**src/rtl/lcd_capture.sv**
```systemverilog
// Rebuilds the serial LCD pixel stream into a double-buffered frame buffer, four 2-bit
// pixels per byte, first pixel in the top bits.
module lcd_capture #(
  parameter int unsigned SYNC_STAGES = 2
) (
  input  logic        clock,
  input  logic        reset,
  input  logic [1:0]  pixel_data,
  input  logic        pixel_clock,
  input  logic        pixel_latch,
  input  logic        hsync,
  input  logic        vsync,
  output logic        fb_we,
  output logic [13:0] fb_addr,
  output logic [7:0]  fb_data,
  output logic        display_bank,
  output logic        frame_done,
  output logic [2:0]  err_flags,
  input  logic        err_clr
);

  localparam logic [7:0] LineWidth = 8'd160;
  localparam logic [7:0] NumLines  = 8'd144;

  if (SYNC_STAGES < 2) begin : gen_bad_param
    $error("SYNC_STAGES must be at least 2");
  end

  typedef enum logic [1:0] {StSync, StActive, StVblank} state_e;

  // Bundle layout: {pixel_data[1:0], pixel_clock, pixel_latch, hsync, vsync}
  logic [5:0] raw;
  logic [5:0] sync_q [SYNC_STAGES];
  logic [5:0] sig;
  logic [2:0] prev_q;   // {pixel_clock, pixel_latch, vsync}

  assign raw = {pixel_data, pixel_clock, pixel_latch, hsync, vsync};
  assign sig = sync_q[SYNC_STAGES-1];

  always_ff @(posedge clock or posedge reset) begin
    if (reset) begin
      for (int i = 0; i < int'(SYNC_STAGES); i++) sync_q[i] <= '0;
      prev_q <= '0;
    end else begin
      sync_q[0] <= raw;
      for (int i = 1; i < int'(SYNC_STAGES); i++) sync_q[i] <= sync_q[i-1];
      prev_q <= {sig[3], sig[2], sig[0]};
    end
  end

  logic [1:0] pdat;
  logic       hs;
  logic       pclk_rise;
  logic       latch_rise;
  logic       vs_rise;
  logic       vs_fall;

  assign pdat       = sig[5:4];
  assign hs         = sig[1];
  assign pclk_rise  = sig[3] & ~prev_q[2];
  assign latch_rise = sig[2] & ~prev_q[1];
  assign vs_rise    = sig[0] & ~prev_q[0];
  assign vs_fall    = ~sig[0] & prev_q[0];

  state_e     state_q;
  logic [7:0] x_q;
  logic [7:0] y_q;
  logic [7:0] pack_q;
  logic       wr_bank_q;

  logic        active;
  logic        pix_ev;
  logic        pix_ok;
  logic        pix_wr;
  logic        err_long;
  logic [7:0]  x_p;
  logic [7:0]  pack_p;
  logic        lat_ev;
  logic        lat_wr;
  logic        err_short;
  logic [7:0]  y_l;
  logic        frame_ev;
  logic        full_frame;
  logic        wr_any;
  logic [12:0] line_base;
  logic [12:0] wr_idx;
  logic [7:0]  wr_data;
  logic [2:0]  err_set;

  // Pixel is applied first, then latch, then vsync rise, all within one cycle.
  always_comb begin
    active    = (state_q == StActive);
    pix_ev    = active & pclk_rise & ~hs;
    pix_ok    = pix_ev & (y_q < NumLines) & (x_q < LineWidth);
    err_long  = pix_ev & (y_q < NumLines) & (x_q == LineWidth);
    x_p       = pix_ok ? x_q + 8'd1 : x_q;
    pack_p    = pix_ok ? {pack_q[5:0], pdat} : pack_q;
    pix_wr    = pix_ok & (x_q[1:0] == 2'd3);

    lat_ev    = active & latch_rise;
    lat_wr    = lat_ev & (x_p[1:0] != 2'd0);
    err_short = lat_ev & (x_p < LineWidth);
    y_l       = (lat_ev && (y_q < NumLines)) ? y_q + 8'd1 : y_q;

    frame_ev   = active & vs_rise;
    full_frame = (y_l == NumLines);

    // A completing pixel leaves x%4==0, so pixel and latch never both write.
    wr_any    = pix_wr | lat_wr;
    line_base = ({5'd0, y_q} << 5) + ({5'd0, y_q} << 3);
    wr_idx    = line_base + {7'd0, x_q[7:2]};

    wr_data = pack_p;
    if (!pix_wr) begin
      unique case (x_p[1:0])
        2'd1:    wr_data = {pack_p[1:0], 6'd0};
        2'd2:    wr_data = {pack_p[3:0], 4'd0};
        2'd3:    wr_data = {pack_p[5:0], 2'd0};
        default: wr_data = pack_p;
      endcase
    end

    err_set = {frame_ev & ~full_frame, err_long, err_short};
  end

  always_ff @(posedge clock or posedge reset) begin
    if (reset) begin
      state_q    <= StSync;
      x_q        <= '0;
      y_q        <= '0;
      pack_q     <= '0;
      wr_bank_q  <= 1'b0;
      fb_we      <= 1'b0;
      fb_addr    <= '0;
      fb_data    <= '0;
      frame_done <= 1'b0;
      err_flags  <= '0;
    end else begin
      fb_we      <= wr_any;
      frame_done <= frame_ev;
      err_flags  <= (err_flags & ~{3{err_clr}}) | err_set;
      if (wr_any) begin
        fb_addr <= {wr_bank_q, wr_idx};
        fb_data <= wr_data;
      end

      unique case (state_q)
        StSync, StVblank: begin
          if (vs_fall) begin
            state_q <= StActive;
            x_q     <= '0;
            y_q     <= '0;
            pack_q  <= '0;
          end
        end
        StActive: begin
          x_q    <= lat_ev ? 8'd0 : x_p;
          pack_q <= lat_ev ? 8'd0 : pack_p;
          y_q    <= y_l;
          if (frame_ev) begin
            state_q <= StVblank;
            if (full_frame) wr_bank_q <= ~wr_bank_q;
          end
        end
        default: state_q <= StSync;
      endcase
    end
  end

  assign display_bank = ~wr_bank_q;

endmodule

```
**config.mk**
```make
export PLATFORM = sky130hd
export DESIGN_NAME = lcd_capture
export DESIGN_NICKNAME = d
export VERILOG_FILES = /design/src/rtl/lcd_capture.sv
export SDC_FILE = /design/constraint.sdc
export NUM_CORES = 1
export LEC_CHECK = 0
export ABC_AREA = 0
export CAP_MARGIN = 20
export CORE_MARGIN = 2
export CORE_UTILIZATION = 35
export DETAILED_ROUTE_END_ITERATION = 6
export GPL_ROUTABILITY_DRIVEN = 1
export MAX_ROUTING_LAYER = met4
export SETUP_SLACK_MARGIN = 0.02
export SLEW_MARGIN = 5
export SYNTH_ARGS = -nofsm -noshare
export SYNTH_HDL_FRONTEND = slang
export SYNTH_SLANG_ARGS = --single-unit
```
**constraint.sdc**
```tcl
create_clock -name clock -period 4.8 [get_ports clock]
set_input_delay 0.96 -clock clock [delete_from_list [all_inputs] [get_ports clock]]
set_output_delay 0.96 -clock clock [all_outputs]
set_load 0.01 [all_outputs]
```
==> impl_metrics.ini <==
[setup_path]
slowest_delay_ns = 0.71
timing.critical_path.from_type = register
timing.critical_path.required_ns = 5.02
path_max_fanout = 16
rrSetupSlack_ns = 2.00
critical_path_cell_sequence = inv_1 > ha_1 > nor2_1 > o311ai_4 > buf_4 > mux2_2
critPathArrivalTime_ns = 3.03
worstSetupEndpointType = register
crit_buf_inv = 2
top_family_by_delay_on_critical_path = flip-flops
timing.setup.critical_path_class = register to register
crit_slowest_cell = sky130_fd_sc_hd__dfrtp_1

[yosys]
synth.yosys.seq_area_share = 0.487
post_synth_most_frequent_cells = sky130_fd_sc_hd__dfrtp_1, sky130_fd_sc_hd__nor2_1, sky130_fd_sc_hd__nand2_1
postSynthAreaPerCell_um2 = 10.6
yosysMostFrequentCell = sky130_fd_sc_hd__dfrtp_1
syn-cell-area_mm2 = 0.00344
synth_top_cell_by_area = sky130_fd_sc_hd__dfrtp_1
yosys_most_used_dff = sky130_fd_sc_hd__dfrtp_1
post_synthesis_async_set_or_reset_flop_share = 1.00
synthesis.nets = 355
syn-instance-count = 326
yosysUniqueCellTypes = 53
main_area_contributors_after_synthesis = sky130_fd_sc_hd__dfrtp_1, sky130_fd_sc_hd__ha_1, sky130_fd_sc_hd__xnor2_1
synth_largest_type_area_fraction = 0.487
number_of_flip_flops_and_latches_in_the_synthesized_netlist = 67
synth_edf_count = 0
yosysWarnings = 0

[clocking]
cts-htree-levels = 3
worst_skew_pair.late_latency_ns = 0.33
cts-hold-fix-buffers = 0
cts_inserted_buffers = 9
postCtsSetupBuffers = 0
clockBufferDepth = 2
clk_pin_slew_worst_paths_ns = 0.07
cts-resized-gates = 0
clock_sink_total = 67
clock_tree_from_tritoncts = built
clockRootBuffer = sky130_fd_sc_hd__clkbuf_8

[placement]
placed_cells_incl_taps = 486
place_area_mm2 = 0.00393
hpwl_um = 5220
place.gp.congestion = 0.882
port_buffers = 36

[die]
core_mm2 = 0.00964
std_cell_rows = 36
dieWidth_um = 103
floorplan.die.height_um = 103
initial_core_util = 0.357
top_level_ports = 37
dieArea_mm2 = 0.0106

[finish]
area.growth.synth_to_final_pct = 19.0
final_cells = 500
layout_utilization = 0.425
antenna_diode_count = 0
final_net_count = 393
final_layout_size_suffix_gt1_frac = 0.0872
final_cell_area_excluding_filler_cells_mm2 = 0.00409

[flow_run]
maxCapViolations = 0

[grt]
antenna_violations_before_repair = 0
number_of_global_route_vias_before_repair = 2367
grt_first_pass_wirelength_um = 12200
grt_overflow_total = 0
total_grt_usage = 0.155
pin_count_of_the_biggest_net_entering_global_routing = 41

[timing]
maximum_clock_frequency_ghz = 0.357
tightest_slew_ns = 0.825
totalNegativeSetupSlack_ns = 0
period_needed_ns = 2.80
final.period_utilization = 0.584
finalMaxSlewViolations = 0
grt_setup_unrepaired = false
fin_worst_hold_slack_ns = 0.349
finalHoldViolations = 0
final.setup_skew_ns = 0.0118
setup_viol_count_final = 0
worst_slew_margin_relative_to_its_limit = 0.449

[drt]
remaining_drc_errors = 0
initialDrtViolationCount = 165
drt_pass1_iterations = 4
detailroute.via_count = 2511
drt_wl_total_um = 7190
drt-vias-per-instance = 5.02
antenna_left = 0
post_drt_wl_per_cell_um = 14.4

[power]
power_frac_seq = 0.506
p_sw_uw = 362
share_comb_of_total_power = 0.181
power-per-cell-area_mw_per_mm2 = 315
internal_power_uw = 927
cellLeakagePower_uw = 0.00178
clock_power_share = 0.314
switching_fraction_of_total_power = 0.281
ir_worst_vdd_mv = 0.105

[hold_path]
hold_class = register to register

[status]
status = finished clean
per-stage QoR:
step | total power (µW) | setup WS, ns
5_1_grt | 1370 | 1.79
3_5_place_dp | 899 | 2.01
3_3_place_gp | 898 | 2.11
2_1_floorplan | 789 | 2.16
4_1_cts | 1310 | 2.01
6_report | 1290 | 2.00
layout make-up:
type | count | area, µm²
clock inverters | 3 | 15.0
repair buffers | 38 | 375
fillers | 960 | 5550
well taps | 133 | 166
flip-flops and latches | 67 | 1680
multi-input cells | 231 | 1650
inverters | 17 | 63.8
clock buffers | 11 | 151
power groups by stage:
stage / Combinational (µW) / Sequential [µW] / Clock, µW
after floorplan: 126 / 662 / 0
after global placement: 235 / 663 / 0
after detailed placement: 235 / 664 / 0
after CTS: 237 / 653 / 423
after global routing: 262 / 659 / 452
final: 233 / 652 / 404
layer usage:
metal / vias to the layer above / GRT usage / share of wire
li1: 1254 / - / -
met1: 1185 / 0.233 / 0.54
met2: 62 / 0.202 / 0.41
met3: 10 / 0.0285 / 0.039
met4: 0 / 0.0597 / 0.015
met5: - / - / 0
kinds of logic (layout without fill, tap and decap cells):
logic type | count (synthesis) | count (layout) | share of synthesized area
adders and majority gates | 20 | 20 | 0.0771
DFF | 67 | 67 | 0.487
xor gates and xnor gates | 13 | 13 | 0.0331
buffers and inverters | 28 | 69 | 0.0342
AOI/OAI and AO/OA | 78 | 78 | 0.159
muxes | 17 | 17 | 0.0542
and+or+nand+nor | 103 | 103 | 0.155
cells in the final DEF (no fill, tap or decap), types with 7 or more instances in the layout:
cell,instances
sky130_fd_sc_hd__ha_1,18
sky130_fd_sc_hd__dfrtp_1,67
sky130_fd_sc_hd__clkbuf_8,11
sky130_fd_sc_hd__clkdlybuf4s50_1,36
sky130_fd_sc_hd__inv_1,15
sky130_fd_sc_hd__nand3_1,17
sky130_fd_sc_hd__a22o_1,10
sky130_fd_sc_hd__nor2_1,24
sky130_fd_sc_hd__a21oi_1,17
sky130_fd_sc_hd__nand2_1,21
sky130_fd_sc_hd__xnor2_1,11
sky130_fd_sc_hd__o21ai_0,19
sky130_fd_sc_hd__nor3_1,7
sky130_fd_sc_hd__mux2_2,7
registers in the layout, indices dropped and copies added, names as in the netlist:
name / flops
sig: 6
state_q: 2
fb_data: 8
err_flags: 3
frame_done: 1
pack_q: 6
fb_addr: 14
prev_q: 3
y_q: 8
x_q: 8
sync_q: 6
fb_we: 1
wr_bank_q: 1
worst paths after layout:
| check | startpoint | endpoint | cells after the start |
|---|---|---|---|
| worst min register to register | sync_q[11] | sig[5] | 0 |
| worst min-delay path | sync_q[11] | sig[5] | 0 |
| max in group asynchronous | reset | fb_addr[3] | 3 |
| worst max register to register | x_q[0] | fb_addr[13] | 6 |
| min in group asynchronous | reset | sync_q[6] | 2 |
| worst max-delay path | x_q[0] | fb_addr[13] | 6 |
Note: power is estimated with default switching activity, not from simulation.
